`src/rtl/huffman_pkg.sv`:
```
// Shared constants and FSM state type for the grayscale Huffman merge controller.
package huffman_pkg;

  localparam int NSYM   = 6;
  localparam int CNT_W  = 8;
  localparam int CODE_W = 8;
  localparam int LEN_W  = 3;
  localparam int ROUNDS = 5;
  localparam int IDX_W  = 3;

  typedef enum logic [1:0] {
    IDLE,
    SCAN,
    MERGE,
    DONE
  } state_t;

endpackage

```
`src/rtl/huffman_min2_scan.sv`:
```
// Sequential two-minimum tracker: fed one table slot per cycle, keeps the
// smallest (min1) and second smallest (min2) active slots seen since start.
module huffman_min2_scan #(
  parameter int CNT_W = huffman_pkg::CNT_W,
  parameter int IDX_W = huffman_pkg::IDX_W
) (
  input  logic             clk,
  input  logic             reset,
  input  logic             en,
  input  logic             start,
  input  logic [IDX_W-1:0] idx,
  input  logic             active,
  input  logic [CNT_W-1:0] weight,
  output logic [IDX_W-1:0] min1,
  output logic [IDX_W-1:0] min2
);

  logic [CNT_W-1:0] min1_w, min2_w;
  logic             min1_ok, min2_ok;
  logic             cur1_ok, cur2_ok, take1, take2;

  // Slots arrive in ascending index order, so a tie in weight means the
  // newcomer has the higher index and therefore ranks as the smaller one.
  always_comb begin
    cur1_ok = min1_ok && !start;
    cur2_ok = min2_ok && !start;
    take1   = active && (!cur1_ok || weight <= min1_w);
    take2   = active && !take1 && (!cur2_ok || weight <= min2_w);
  end

  // NOTE: non-blocking assignments so min2 captures the old min1 when min1 is displaced.
  always_ff @(posedge clk) begin
    if (reset) begin
      min1    <= '0;
      min2    <= '0;
      min1_w  <= '0;
      min2_w  <= '0;
      min1_ok <= 1'b0;
      min2_ok <= 1'b0;
    end else if (en) begin
      if (take1) begin
        min2    <= min1;
        min2_w  <= min1_w;
        min2_ok <= cur1_ok;
        min1    <= idx;
        min1_w  <= weight;
        min1_ok <= 1'b1;
      end else if (take2) begin
        min2    <= idx;
        min2_w  <= weight;
        min2_ok <= 1'b1;
      end else if (start) begin
        min1_ok <= 1'b0;
        min2_ok <= 1'b0;
      end
    end
  end

endmodule

```
`src/rtl/huffman_tree_ctrl.sv`:
```
// Huffman merge-phase sequencer: five scan/merge rounds over a six-slot group
// table, growing each symbol's code and mask as its group is merged.
module huffman_tree_ctrl #(
  parameter int CNT_W  = huffman_pkg::CNT_W,
  parameter int CODE_W = huffman_pkg::CODE_W
) (
  input  logic              clk,
  input  logic              reset,
  input  logic              CNT_valid,
  input  logic [CNT_W-1:0]  CNT1,
  input  logic [CNT_W-1:0]  CNT2,
  input  logic [CNT_W-1:0]  CNT3,
  input  logic [CNT_W-1:0]  CNT4,
  input  logic [CNT_W-1:0]  CNT5,
  input  logic [CNT_W-1:0]  CNT6,
  output logic              busy,
  output logic              code_valid,
  output logic [CODE_W-1:0] HC1,
  output logic [CODE_W-1:0] HC2,
  output logic [CODE_W-1:0] HC3,
  output logic [CODE_W-1:0] HC4,
  output logic [CODE_W-1:0] HC5,
  output logic [CODE_W-1:0] HC6,
  output logic [CODE_W-1:0] M1,
  output logic [CODE_W-1:0] M2,
  output logic [CODE_W-1:0] M3,
  output logic [CODE_W-1:0] M4,
  output logic [CODE_W-1:0] M5,
  output logic [CODE_W-1:0] M6
);
  import huffman_pkg::*;

  state_t            state, state_nxt;
  logic [IDX_W-1:0]  scan_idx, round;
  logic [IDX_W-1:0]  min1, min2, lo, hi;
  logic              accept;

  logic [NSYM-1:0]   slot_act;
  logic [CNT_W-1:0]  slot_w   [NSYM];
  logic [NSYM-1:0]   slot_mem [NSYM];
  logic [CNT_W-1:0]  cnt      [NSYM];
  logic [CODE_W-1:0] hc       [NSYM];
  logic [CODE_W-1:0] m        [NSYM];
  logic [LEN_W-1:0]  len      [NSYM];

  logic [NSYM-1:0]   grp1, grp_u;
  logic [CNT_W-1:0]  w_sum;

  assign cnt = '{CNT1, CNT2, CNT3, CNT4, CNT5, CNT6};
  assign accept = (state == IDLE) && CNT_valid;

  always_ff @(posedge clk) begin
    if (reset) state <= IDLE;
    else       state <= state_nxt;
  end

  // NOTE: every output of this block gets a default first, so no latches are inferred.
  always_comb begin
    state_nxt  = state;
    busy       = (state != IDLE);
    code_valid = 1'b0;
    case (state)
      IDLE:    if (CNT_valid) state_nxt = SCAN;
      SCAN:    if (scan_idx == IDX_W'(NSYM-1)) state_nxt = MERGE;
      MERGE:   state_nxt = (round == IDX_W'(ROUNDS-1)) ? DONE : SCAN;
      DONE: begin
        code_valid = 1'b1;
        state_nxt  = IDLE;
      end
      default: state_nxt = IDLE;
    endcase
  end

  always_ff @(posedge clk) begin
    if (reset || accept) begin
      scan_idx <= '0;
      round    <= '0;
    end else if (state == SCAN) begin
      scan_idx <= (scan_idx == IDX_W'(NSYM-1)) ? '0 : scan_idx + IDX_W'(1);
    end else if (state == MERGE && round != IDX_W'(ROUNDS-1)) begin
      round <= round + IDX_W'(1);
    end
  end

  huffman_min2_scan #(.CNT_W(CNT_W), .IDX_W(IDX_W)) u_scan (
    .clk    (clk),
    .reset  (reset),
    .en     (state == SCAN),
    .start  (scan_idx == '0),
    .idx    (scan_idx),
    .active (slot_act[scan_idx]),
    .weight (slot_w[scan_idx]),
    .min1   (min1),
    .min2   (min2)
  );

  always_comb begin
    lo    = (min1 < min2) ? min1 : min2;
    hi    = (min1 < min2) ? min2 : min1;
    grp1  = slot_mem[min1];
    grp_u = slot_mem[min1] | slot_mem[min2];
    w_sum = slot_w[min1] + slot_w[min2];
  end

  // NOTE: the table is only six entries, so it is cleared on reset rather than left undefined.
  always_ff @(posedge clk) begin
    if (reset) begin
      slot_act <= '0;
      for (int i = 0; i < NSYM; i++) begin
        slot_w[i]   <= '0;
        slot_mem[i] <= '0;
        hc[i]       <= '0;
        m[i]        <= '0;
        len[i]      <= '0;
      end
    end else if (accept) begin
      slot_act <= '1;
      for (int i = 0; i < NSYM; i++) begin
        slot_w[i]   <= cnt[i];
        slot_mem[i] <= NSYM'(1) << i;
        hc[i]       <= '0;
        m[i]        <= '0;
        len[i]      <= '0;
      end
    end else if (state == MERGE) begin
      // min1 members take a 1 at their current length, min2 members a 0.
      for (int s = 0; s < NSYM; s++) begin
        if (grp_u[s]) begin
          m[s]   <= {m[s][CODE_W-2:0], 1'b1};
          len[s] <= len[s] + LEN_W'(1);
          if (grp1[s]) hc[s] <= hc[s] | (CODE_W'(1) << len[s]);
        end
      end
      slot_w[lo]   <= w_sum;
      slot_mem[lo] <= grp_u;
      slot_act[hi] <= 1'b0;
    end
  end

  assign {HC1, HC2, HC3, HC4, HC5, HC6} = {hc[0], hc[1], hc[2], hc[3], hc[4], hc[5]};
  assign {M1, M2, M3, M4, M5, M6}       = {m[0], m[1], m[2], m[3], m[4], m[5]};

endmodule

```
`config.mk`:
```
export PLATFORM = sky130hd
export DESIGN_NAME = huffman_tree_ctrl
export DESIGN_NICKNAME = d
export VERILOG_FILES = /design/src/rtl/huffman_pkg.sv /design/src/rtl/huffman_min2_scan.sv /design/src/rtl/huffman_tree_ctrl.sv
export SDC_FILE = /design/constraint.sdc
export NUM_CORES = 1
export LEC_CHECK = 0
export CORE_ASPECT_RATIO = 0.6
export CORE_MARGIN = 10
export CORE_UTILIZATION = 45
export DETAILED_ROUTE_END_ITERATION = 8
export HOLD_SLACK_MARGIN = 0.03
export PLACE_DENSITY = 0.63
export SLEW_MARGIN = 40
export SYNTH_ARGS = -nofsm -noshare
export SYNTH_HDL_FRONTEND = slang
export SYNTH_SLANG_ARGS = --single-unit
export TNS_END_PERCENT = 30
```
`constraint.sdc`:
```
create_clock -name clk -period 4.25 [get_ports clk]
set_input_delay 0.6375 -clock clk [delete_from_list [all_inputs] [get_ports clk]]
set_output_delay 0.6375 -clock clk [all_outputs]
set_load 0.005 [all_outputs]
```
==> run summary, run 1 <==
For this design, the slowest cell found on the critical path is sky130_fd_sc_hd__a41oi_4. TritonCTS built the clock tree. The run gives 0.62 ns as the setup slack on the worst flop-to-flop path. In the layout the commonest cells are sky130_fd_sc_hd__edfxtp_1, sky130_fd_sc_hd__clkdlybuf4s50_1, sky130_fd_sc_hd__nor2_1. Startpoint of the lowest-slack hold path: round[1].

At the later pin of the worst-skew pair, clock insertion delay measures 0.55 ns. After clock tree synthesis, the clock-pin slew on the worst setup and hold paths is 0.06 ns. After synthesis, flip-flops and latches occupy 55.19% of the total area.

The run gives 9265 as the via count of the first global-routing pass. Gates resized during post-CTS repair numbered 0. After detailed routing, the average wire length per cell comes to 22.45 um.

Entering global routing, the biggest net connects 27 pins. The count of endpoints failing setup in the final report came out at 0. The logs give 149 for the top-level port count and 5 for the first-pass iteration count of the detailed router. For this configuration, the core starts out at a cell density of 46.23%.

After floorplanning, the core was sized to cover 30290 um2. The gate count of the mapped netlist came out at 1062. Global routing used 18.77% of the available tracks. The maximum level of the CTS H-tree is 1, and the maximum fanout count along the critical path is 25. Buffers placed on the I/O ports in this run total 148.

For this run, the number of Yosys warnings is 0. The smallest clock period supported by the final layout is computed as 3.633 ns. Summed over all layers, the global routing overflow is 0. The run gives 0 as the reported max-cap violation count. Data on the critical path is required at its endpoint by 4.73 ns. The critical path is of the reg -> reg type. Counting along the longest clock path gives a buffer depth of 3. In the routed design, unresolved DRC markers number 0.

Summing all flip-flop and latch instances after layout gives 7730 um2. Setup repair after global routing left no endpoint under its margin. The fraction of synthesis flops using an asynchronous set or reset pin is 0%, and the number of hold buffers added after CTS is 0. The run gives 0.6603 ns as the worst setup timing slack at the placement stage. The signal on the critical path passes through buf_4, mux4_2, mux2_2, ha_1, a211oi_1, nor2_1, o31a_1, and2_4, a41oi_4, o21ai_0, a21oi_1. In this run the cell area of the synthesized design comes to 14000 um2. The netlist uses 60 different library cells. Once the clock tree was built, the setup fixing pass inserted 0 buffers. The die span in y was 156.6 um; the number of cells on the worst reg-to-reg path was 11. Derived from the worst setup path, the maximum achievable clock frequency is 0.2753 GHz.

After the first detailed-routing iteration, the DRC count stood at 821. For the number of filler cells placed in the layout, the log shows 2537. The largest stage delay on the critical path is 0.55 ns, and the standard cell area after detailed placement is 15990 um2. After synthesis, the cell types taking the most area are sky130_fd_sc_hd__edfxtp_1, sky130_fd_sc_hd__mux4_2, sky130_fd_sc_hd__dfxtp_1. The number of nets in the layout is 1336, and the count of inserted antenna diode cells is 0.

The die covers 38800 um2. Headroom to the max-slew limit came out at 42.77%. The tools report the kind of launch point of the worst setup path as a flop. The total nets after synthesis was 1179; the number of antenna violations at the first check in global routing was 0. Summed over all cells, the static leakage comes to 0.006087 uW. The mean instance size in the synthesized netlist is 13.18 um2.

The logs give 0.6171 ns for the final worst setup slack and 0 ns for the final sum of negative setup slack. The die boundary width is 247.7 um. The run finished with clean final reports. Counting every sink on the clock net gives 273. The run gives 0 as the final number of hold-violating endpoints. In this run the remaining antenna-violating nets after routing total 0. Summing all multi-input logic gate instances after layout gives 5801 um2.

Counting flops and latches in the post-synthesis netlist gives 273. Detailed placement ended at an HPWL of 26.50 mm. The routed layout has 9339 vias. For the critical path arrival, the log shows 4.11 ns. The largest area contributor in the netlist is sky130_fd_sc_hd__edfxtp_1. The most used flip-flop cell after synthesis is sky130_fd_sc_hd__edfxtp_1.

The run gives 27 as the clock buffer count from CTS. The number of flops mapped to enable cells by yosys was 226. Proportion of netlist area held by the largest area contributor: 48.47%. For hold timing, the worst endpoint is round[1].

The worst hold path cell count came out at 2. Leaving out fill and tap cells, the most frequent cell in the layout is sky130_fd_sc_hd__edfxtp_1. At the pin with the least slew margin, the transition time is 0.8558 ns.

In this run the power density over the cells is 382.4 nW/um2. The vias per cell is 5.670. For the standard-cell row count, the log shows 49. The worst setup path is captured at a flop. The worst hold path belongs to the class reg -> reg. The worst-case IR drop observed on VDD is 0.2857 mV. The worst path uses 85.48% of the clock period. CTS placed an instance of sky130_fd_sc_hd__clkbuf_16 at the clock tree root. On the final layout, the worst clock skew is 0.008939 ns.

The final estimated routing congestion in global placement was 0.8545. Wires add up to 36.98 mm. The first global-routing pass estimated 56.46 mm of wire. Fraction of layout cells with a size suffix above 1: 16.71%. Final instance area: 16850 um2. The area growth from synthesis to layout is 20.38%. The max-slew violation total from the final report came out at 0.
==> state kept, by name, summed over array words and instances, names as in the netlist, 6 cells and up, named ones only <==
| register | cells |
|---|---|
| slot_act | 6 |
| slot_mem | 48 |
| len | 18 |
| u_scan.min1_w | 8 |
| hc | 48 |
| slot_w | 64 |
| m | 48 |
| u_scan.min2_w | 8 |
==> Yosys cell counts, drive strengths merged, types with 5 or more instances <==
library cell / count
edfxtp: 226
nor2: 140
mux4: 73
ha: 65
and2: 58
a21oi: 56
inv: 56
nand2: 53
dfxtp: 47
o21ai: 38
buf: 35
mux2i: 32
a22o: 30
clkbuf: 21
mux2: 21
nor3: 19
nand2b: 10
nand3: 10
o31ai: 9
nor2b: 8
xnor2: 8
o2111ai: 7
a31o: 5
==> final cells by class <==
type                       instances  share of cell area [%]
clock buffer                      38                   4.558
multi-input combinational        677                   34.42
sequential                       273                   45.86
clock inverter                    11                  0.4751
tap                              408                   3.029
timing repair buffer             184                   10.39
inverter                          56                   1.262
==> worst max-delay path, delay by kind of cell (launching register included) <==
kind                       cells  cell delay [ns]
AOI/OAI and AO/OA              5             1.42
muxes                          2             0.90
buffers and inverters          1             0.32
adders and majority gates      1             0.32
DFF                            1             0.31
and+or+nand+nor                2             0.29
==> report_power, final <==
group / leakage [uW] / switching, uW / total, uW / internal [uW]
sequential: 0.00279 / 109 / 3180 / 3070
clock: 0.000421 / 1040 / 2360 / 1320
combinational: 0.00288 / 482 / 912 / 430
total: 0.00609 / 1630 / 6450 / 4810
==> stage by stage <==
step,hold slack [ns],instances,utilization [%],total power [uW]
after global placement,0.4684,1598,52.75,4117
after detailed placement,0.4728,1598,52.81,4131
after CTS,0.4826,1647,55.61,6480
after floorplan,0.4478,1062,-,3750
after global routing,0.5014,1647,55.65,6685
final,0.4768,1647,55.65,6446
==> cells by family (layout without fill, tap and decap cells) <==
logic type	Yosys count	in the layout	share of synthesized area (%)
AND/OR/NAND/NOR	312	312	10.73
adder cells (fa/ha/maj)	66	66	5.952
flip-flops	273	273	55.19
buffers and inverters	112	289	3.744
multiplexers	126	126	15.81
AO/OA/AOI/OAI	163	163	7.891
XOR/XNOR	10	10	0.6792
==> per-layer routing <==
metal  up-vias  track usage [%]  wire (um)
met5         -                0          0
li1       4262                -          -
met4         0            3.702        661
met1      4700            28.12      17700
met2       333            26.66      15530
met3        44            5.100       3085
==> how the worst max path moves through the flow <==
stage          depth (start not counted)  from                to
2_1_floorplan                         14  flop      slot_w[0][7]
3_3_place_gp                          12  flop      slot_w[0][6]
3_5_place_dp                          11  flop  u_scan.min2_w[0]
4_1_cts                               11  flop              flop
5_1_grt                               11  flop              flop
6_report                              11  flop              flop
No activity file was read; power rests on OpenSTA's default activity.
==> run 2: changes to the inputs <==
CORE_UTILIZATION = 30   (was 45)
PLACE_DENSITY = 0.45   (was 0.63)
==> run 2 against run 1 <==
Effect of this change:
- power increased by 5.2%
- via count decreased by 1.0%
- hold slack improved by 0.0083 ns
- non-clock buffer count increased by 5
- combinational power increased by 2%
- core utilization decreased by 18 points
- critical path depth unchanged
- clock skew increased by 0.024 ns
- first-iteration DRC count decreased by 14%
- count of clock-buffer cells in the layout decreased by 9
- clock power increased by 13%
- global-route usage decreased by 4.5 points
- critical path type unchanged
- largest cell class unchanged
- largest power group unchanged
==> run summary, run 2 (synthesis results as in run 1) <==
After detailed routing, the number of remaining DRC violations is 0. The final cycle utilization of the critical path works out to 91.93%. The top cell types in the final layout, fill and taps aside, are sky130_fd_sc_hd__edfxtp_1, sky130_fd_sc_hd__clkdlybuf4s50_1, sky130_fd_sc_hd__nor2_1. Cell internal power was estimated by the tool at 5048 uW.

The number of antenna diodes in the final layout is 0. The starting utilization of the core area is 30.27%. The tools report the critical path endpoint category as a flop. The register with the most flip-flops in the layout has 64 of them. The clock-pin slew of the registers on the worst-case setup and hold paths came out at 0.06 ns. The die is 298.9 um wide. The total wire length after detailed routing is 40.50 mm. The clock latency on the worst-skew pair was 0.59 ns; the number of buffers inserted to repair setup after CTS was 0. Leaving out fill and tap cells, the most frequent cell in the layout is sky130_fd_sc_hd__edfxtp_1.

The number of antenna violations at the first check in global routing is 0, and the number of nets in the layout is 1343. The switching share of power was 25.54%. The portion of total power attributed to the clock network was 39.4%; the number of DRC markers in iteration 0 was 704.

The detail-routed net length per standard cell is 21.55 um. The maximum number of pins on one net before global-route repair was 27; the remaining number of nets flagged by the antenna check after routing was 0. VDD sags by at most 0.2510 mV.

For the switching power of the nets, the log shows 1731 uW. The critical path is of the reg -> reg type. Dividing total power by cell area gives a power density of 391.4 nW/um2. Setup repair after global routing left no endpoint under its margin.

The tools report the total instance count after detailed placement as 1825. The first-pass iteration count of the detailed router was 6; the vias per cell was 4.918. Clock tree synthesis selected as its root buffer the cell sky130_fd_sc_hd__clkbuf_16. At the worst endpoint, the arrival time is 4.22 ns.

Of the total power, combinational logic draws 13.7%. Count of endpoints failing setup in the final report: 0. After filler insertion, the fill cell instance count of the layout stands at 4483. Summing over every cut layer, the via total after detailed routing is 9241.

Based on the critical path, the design can be clocked at up to 0.2560 GHz. For the non-filler instance count after layout, the log shows 1879. The buffer depth of the longest clock path was 3; the transition time at the pin with the least slew margin was 0.8007 ns. The fraction of layout cells with a size suffix above 1 is 17.69%, and the area growth from synthesis to layout is 23.73%. The flow ran to the end, and the final reports show no timing, DRC or antenna violations.

Global routing used 14.23% of the available tracks. The completed layout was analyzed and its total power is 6779 uW. After routing the design area is 17320 um2. The core region area came out at 46250 um2. The logs give 1 for the maximum level of the CTS H-tree and 0.8011 for the final estimated routing congestion in global placement. The minimum period implied by the final worst setup slack was 3.907 ns; the top-level port count was 149. The analysis attributes to cell leakage a power of 0.006188 uW. The worst hold path belongs to the class reg -> reg.

Ranked by flip-flop count, first place goes to slot_w. The tools report the final number of hold-violating endpoints as 0. The die span in y is 187.3 um.

The run gives 4.56 ns as the data required time at the worst endpoint. For the total grt overflow, the log shows 0. For this design, the CTS-stage hold fixing added 0 buffers.

The post-cts repair resize count is 0, and the number of buffer cells added on primary ports is 148. The worst-case headroom to the max-slew limit is 45.92%. For the standard cell area after detailed placement, the log shows 16330 um2. The clock buffer count from CTS was 29; the standard-cell row count was 61.

The reported max-cap violation count is 0. The die covers 55990 um2. The tree built by TritonCTS fans out to 273 sinks. Registers are responsible for 46.9% of the overall power.

Across the routed clock network, the largest skew measured is 0.03309 ns. TritonCTS built the clock tree. Kind of launch point of the worst setup path: a flop.

For the worst slack on hold paths, the log shows 0.4851 ns. The maximum fanout count along the critical path is 13. Detailed placement HPWL: 29.71 mm. The max-slew violation total from the final report is 0, and the final sum of negative setup slack is 0 ns. The via count of the first global-routing pass came out at 9440. The first global-routing pass estimated 62.06 mm of wire.
## run 2: cell count changes in the layout (fill, tap and decap cells not counted), moves of 3 or more
cell / delta
sky130_fd_sc_hd__o21ai_0: -4
sky130_fd_sc_hd__buf_4: +4
sky130_fd_sc_hd__clkbuf_8: -3
sky130_fd_sc_hd__nand2_1: +3
sky130_fd_sc_hd__clkbuf_1: -7
sky130_fd_sc_hd__clkinv_1: +5
sky130_fd_sc_hd__nand2_2: -3
sky130_fd_sc_hd__o21ai_2: +4
sky130_fd_sc_hd__bufinv_16: +4
## run 2: cell type report
cell class	count	area (um2)	share of cell area, %
multi-input combinational	677	5801	33.48
inverter	56	212.7	1.228
tap	630	788.3	4.550
timing repair buffer	189	1809	10.44
clock inverter	25	255.2	1.473
clock buffer	29	725.7	4.189
sequential	273	7731	44.63
## run 2: worst paths after layout
| kind | from | to | slack, ns | cells past startpoint |
|---|---|---|---|---|
| setup / recovery | flop | slot_w[0][7] | 0.34 | 11 |
| setup reg to reg | flop | slot_w[0][7] | 0.34 | 11 |
| hold / removal | u_scan.min2_w[4] | u_scan.min2_w[4] | 0.49 | 2 |
| hold reg to reg | u_scan.min2_w[4] | u_scan.min2_w[4] | 0.49 | 2 |
## run 2: metal layers
metal	vias to the layer above	GRT usage [%]	routed length, um
li1	4291	-	-
met1	4638	21.73	20850
met2	256	20.12	16520
met3	56	3.017	2337
met4	0	2.915	791
met5	-	0	0
## run 2: power by group through the flow
stage	combinational, uW	sequential (uW)	clock [uW]
after floorplan	563	3190	0
after global placement	924	3240	0
after detailed placement	932	3240	0
after CTS	937	3180	2730
after global routing	1030	3200	2850
final	931	3180	2670
## run 2: metrics by stage
stage / util (%) / worst slack [ns]
after detailed placement: 35.32 / 0.3455
after global placement: 35.21 / 0.3823
after floorplan: - / 0.8369
after CTS: 37.44 / 0.3615
after global routing: 37.45 / 0.01545
final: 37.45 / 0.3432
## run 2: critical path: stages (launching register included)
cell                      delay (ns)
sky130_fd_sc_hd__dfxtp_2        0.66
sky130_fd_sc_hd__mux4_2         0.58
sky130_fd_sc_hd__mux2i_1        0.27
sky130_fd_sc_hd__inv_1          0.08
sky130_fd_sc_hd__ha_1           0.30
sky130_fd_sc_hd__a21oi_1        0.26
sky130_fd_sc_hd__nor2b_1        0.12
sky130_fd_sc_hd__nor3_1         0.17
sky130_fd_sc_hd__nor2_1         0.13
sky130_fd_sc_hd__o41ai_1        0.67
sky130_fd_sc_hd__xnor2_2        0.28
sky130_fd_sc_hd__o21ai_0        0.14
==> run 3: changes to the inputs <==
CORE_UTILIZATION = 40   (was 30)
PLACE_DENSITY = 0.57   (was 0.45)
==> run 3 against run 2 <==
Effect of this change:
- count of clock-buffer cells in the layout grew 7
- critical endpoint is now slot_w[2][6]
- combinational power is 3.0% lower
- sequential share of layout area grew 0.86 points
- register-to-register slack improved by 0.22 ns
- maximum frequency up 5.9%
- wire length fell by 8.1%
- worst setup slack improved by 0.22 ns
- sequential power is essentially flat
- clock skew is 0.020 ns lower
==> run summary, run 3 (synthesis results as in run 1) <==
TritonCTS built the clock tree. Slowest library cell on the worst path: sky130_fd_sc_hd__dfxtp_2. The tools report the count of endpoints failing setup in the final report as 0. The run finished with clean final reports. The design draws 6567 uW.

The run gives 37.23 mm as the total wire length after detailed routing. Dividing the detail-routed wire length by the instance count gives 21.88 um. The register with the most flip-flops in the layout has 64 of them. The largest stage delay on the critical path was 0.79 ns.

The longest clock path from root to sink contains 3 buffers. CTS root buffer: sky130_fd_sc_hd__clkbuf_16. Die boundary width: 261.5 um. The final number of hold-violating endpoints came out at 0. The leakage component of the power was 0.006122 uW; the core region area was 34090 um2.

Adding up every negative setup slack in the final design gives 0 ns. The net count of the finished layout is 1337. Summing over every cut layer, the via total after detailed routing is 9254. The number of antenna diodes in the final layout is 0. For this design the ratio of total power to cell area is 386.5 nW/um2.

For the maximum number of pins on one net before global-route repair, the log shows 31. The critical path endpoint category was a flop. Post-CTS timing repair inserted 0 buffers for setup. The critical path goes through mux4_2, mux2_2, ha_1, inv_1, fa_1, nor2b_1, o21a_1, o21ai_0, nand2b_1, a21oi_1, xnor2_1, a22o_1.

The number of buffer cells added on primary ports works out to 148. After global routing the overflow that remains totals 0. The die span in y works out to 164.9 um.

In this run the remaining antenna-violating nets after routing total 0. The via count of the first global-routing pass came out at 9235. In the global route stage, overall resource usage came out at 17.11%. The worst-case headroom to the max-slew limit came out at 43.24%.

The clock latency on the worst-skew pair is 0.56 ns, and the transition time at the pin with the least slew margin is 0.8503 ns. The data required time at the worst endpoint came out at 4.55 ns. Derived from the worst setup path, the maximum achievable clock frequency is 0.2709 GHz. The logs give 0 for the reported max-cap violation count and 4.00 ns for the critical path arrival. Once the floorplan was initialized, standard cells occupied 41.07% of the core.

Before antenna repair, the detailed router went through 5 iterations. The area growth from synthesis to layout was 21.36%; the detailed placement HPWL was 26.88 mm. The logs give 831 for the number of DRC markers in iteration 0 and 0 for the post-cts repair resize count. The run gives 0 as the max-slew violation total from the final report. For the clock buffer count from CTS, the log shows 28. The critical path is of the reg -> reg type. Number of hold buffers added after CTS: 0. For this design the top-level I/O count stands at 149. Of the available clock period, the critical path in the final layout requires 86.84%. Floorplan die area: 43130 um2. Type of the most critical hold path: reg -> reg. The worst setup path is launched from a flop. The tools report the post-route DRC violation count as 0.

slot_w holds more flip-flops than any other register. The congestion estimate from routability-driven global placement came to 0.8506. The minimum period implied by the final worst setup slack works out to 3.691 ns. In this run the worst path has a maximum fanout of 18.

The clock net in this run drives a total of 273 sinks. Cells with a size suffix above 1 make up 17.23% of the layout. The number of antenna violations at the first check in global routing is 0. Setup repair after global routing left no endpoint under its margin. The maximum level of the CTS H-tree is 1. Leaving out fill and tap cells, the most frequent cells in the layout are sky130_fd_sc_hd__edfxtp_1, sky130_fd_sc_hd__clkdlybuf4s50_1, sky130_fd_sc_hd__nor2_1. The first global-routing pass estimated 57.07 mm of wire. The clock arrives with 0.01352 ns of skew. The initialized floorplan defines 52 standard-cell rows. The library cell used most frequently in the layout, excluding fill and tap cells, is sky130_fd_sc_hd__edfxtp_1.

The vias per cell was 5.440. Clock-pin slew was measured on the worst setup and hold paths at 0.06 ns. The run gives 0.3082 mV as the maximum resistive drop on vdd.
-- run 3: changes by cell type in the layout (fill, tap and decap cells not counted), sizes merged --
cell	before	now
clkbuf	29	36
buf	41	36
clkinv	17	12
bufinv	5	2
inv	58	57
-- run 3: path summary, 6_finish.rpt --
kind            start           end  slack (ns)  depth (start not counted)
max              flop  slot_w[2][6]        0.56                         12
min          round[1]      round[1]        0.48                          2
max reg2reg      flop  slot_w[2][6]        0.56                         12
min reg2reg  round[1]      round[1]        0.48                          2
-- run 3: layer usage --
metal | share of wire (%) | track usage (%)
met2 | 42 | 24.04
met1 | 49 | 26.26
met3 | 7.7 | 3.932
met4 | 1.6 | 3.324
met5 | 0 | 0
-- run 3: final cells by class --
class	instances	area, um2
Timing Repair Buffer	184	1752
Fill cell	3008	17100
Tap cell	459	574.3
Clock buffer	36	793.3
Multi-Input combinational cell	677	5797
Sequential cell	273	7730
Inverter	56	212.7
Clock inverter	16	132.6
-- run 3: where the power goes --
group / total [uW] / switching, uW / internal [uW]
Sequential: 3170 / 108 / 3070
Clock: 2490 / 1050 / 1440
Combinational: 903 / 480 / 423
-- run 3: worst max-delay path, delay by kind of cell, from the launching register on --
family                   cells  cell delay [ns]
AO/OA/AOI/OAI                4             0.83
XOR/XNOR                     1             0.26
adder cells (fa/ha/maj)      2             0.45
buffers and inverters        1             0.09
flip-flops                   1             0.79
multiplexers                 2             0.87
AND/OR/NAND/NOR              2             0.15
-- run 3: stage by stage --
| step | hold WS [ns] | cells | cell area [um2] | utilization (%) | worst slack [ns] |
|---|---|---|---|---|---|
| after detailed placement | 0.4677 | 1649 | 16060 | 47.09 | 0.5671 |
| after CTS | 0.4765 | 1701 | 16980 | 49.81 | 0.5361 |
| after floorplan | 0.4478 | 1062 | 14000 | - | 0.8369 |
| after global placement | 0.4628 | 1649 | 16040 | 47.05 | 0.5494 |
| after global routing | 0.4993 | 1701 | 16990 | 49.84 | 0.2885 |
| final | 0.4752 | 1701 | 16990 | 49.84 | 0.5592 |
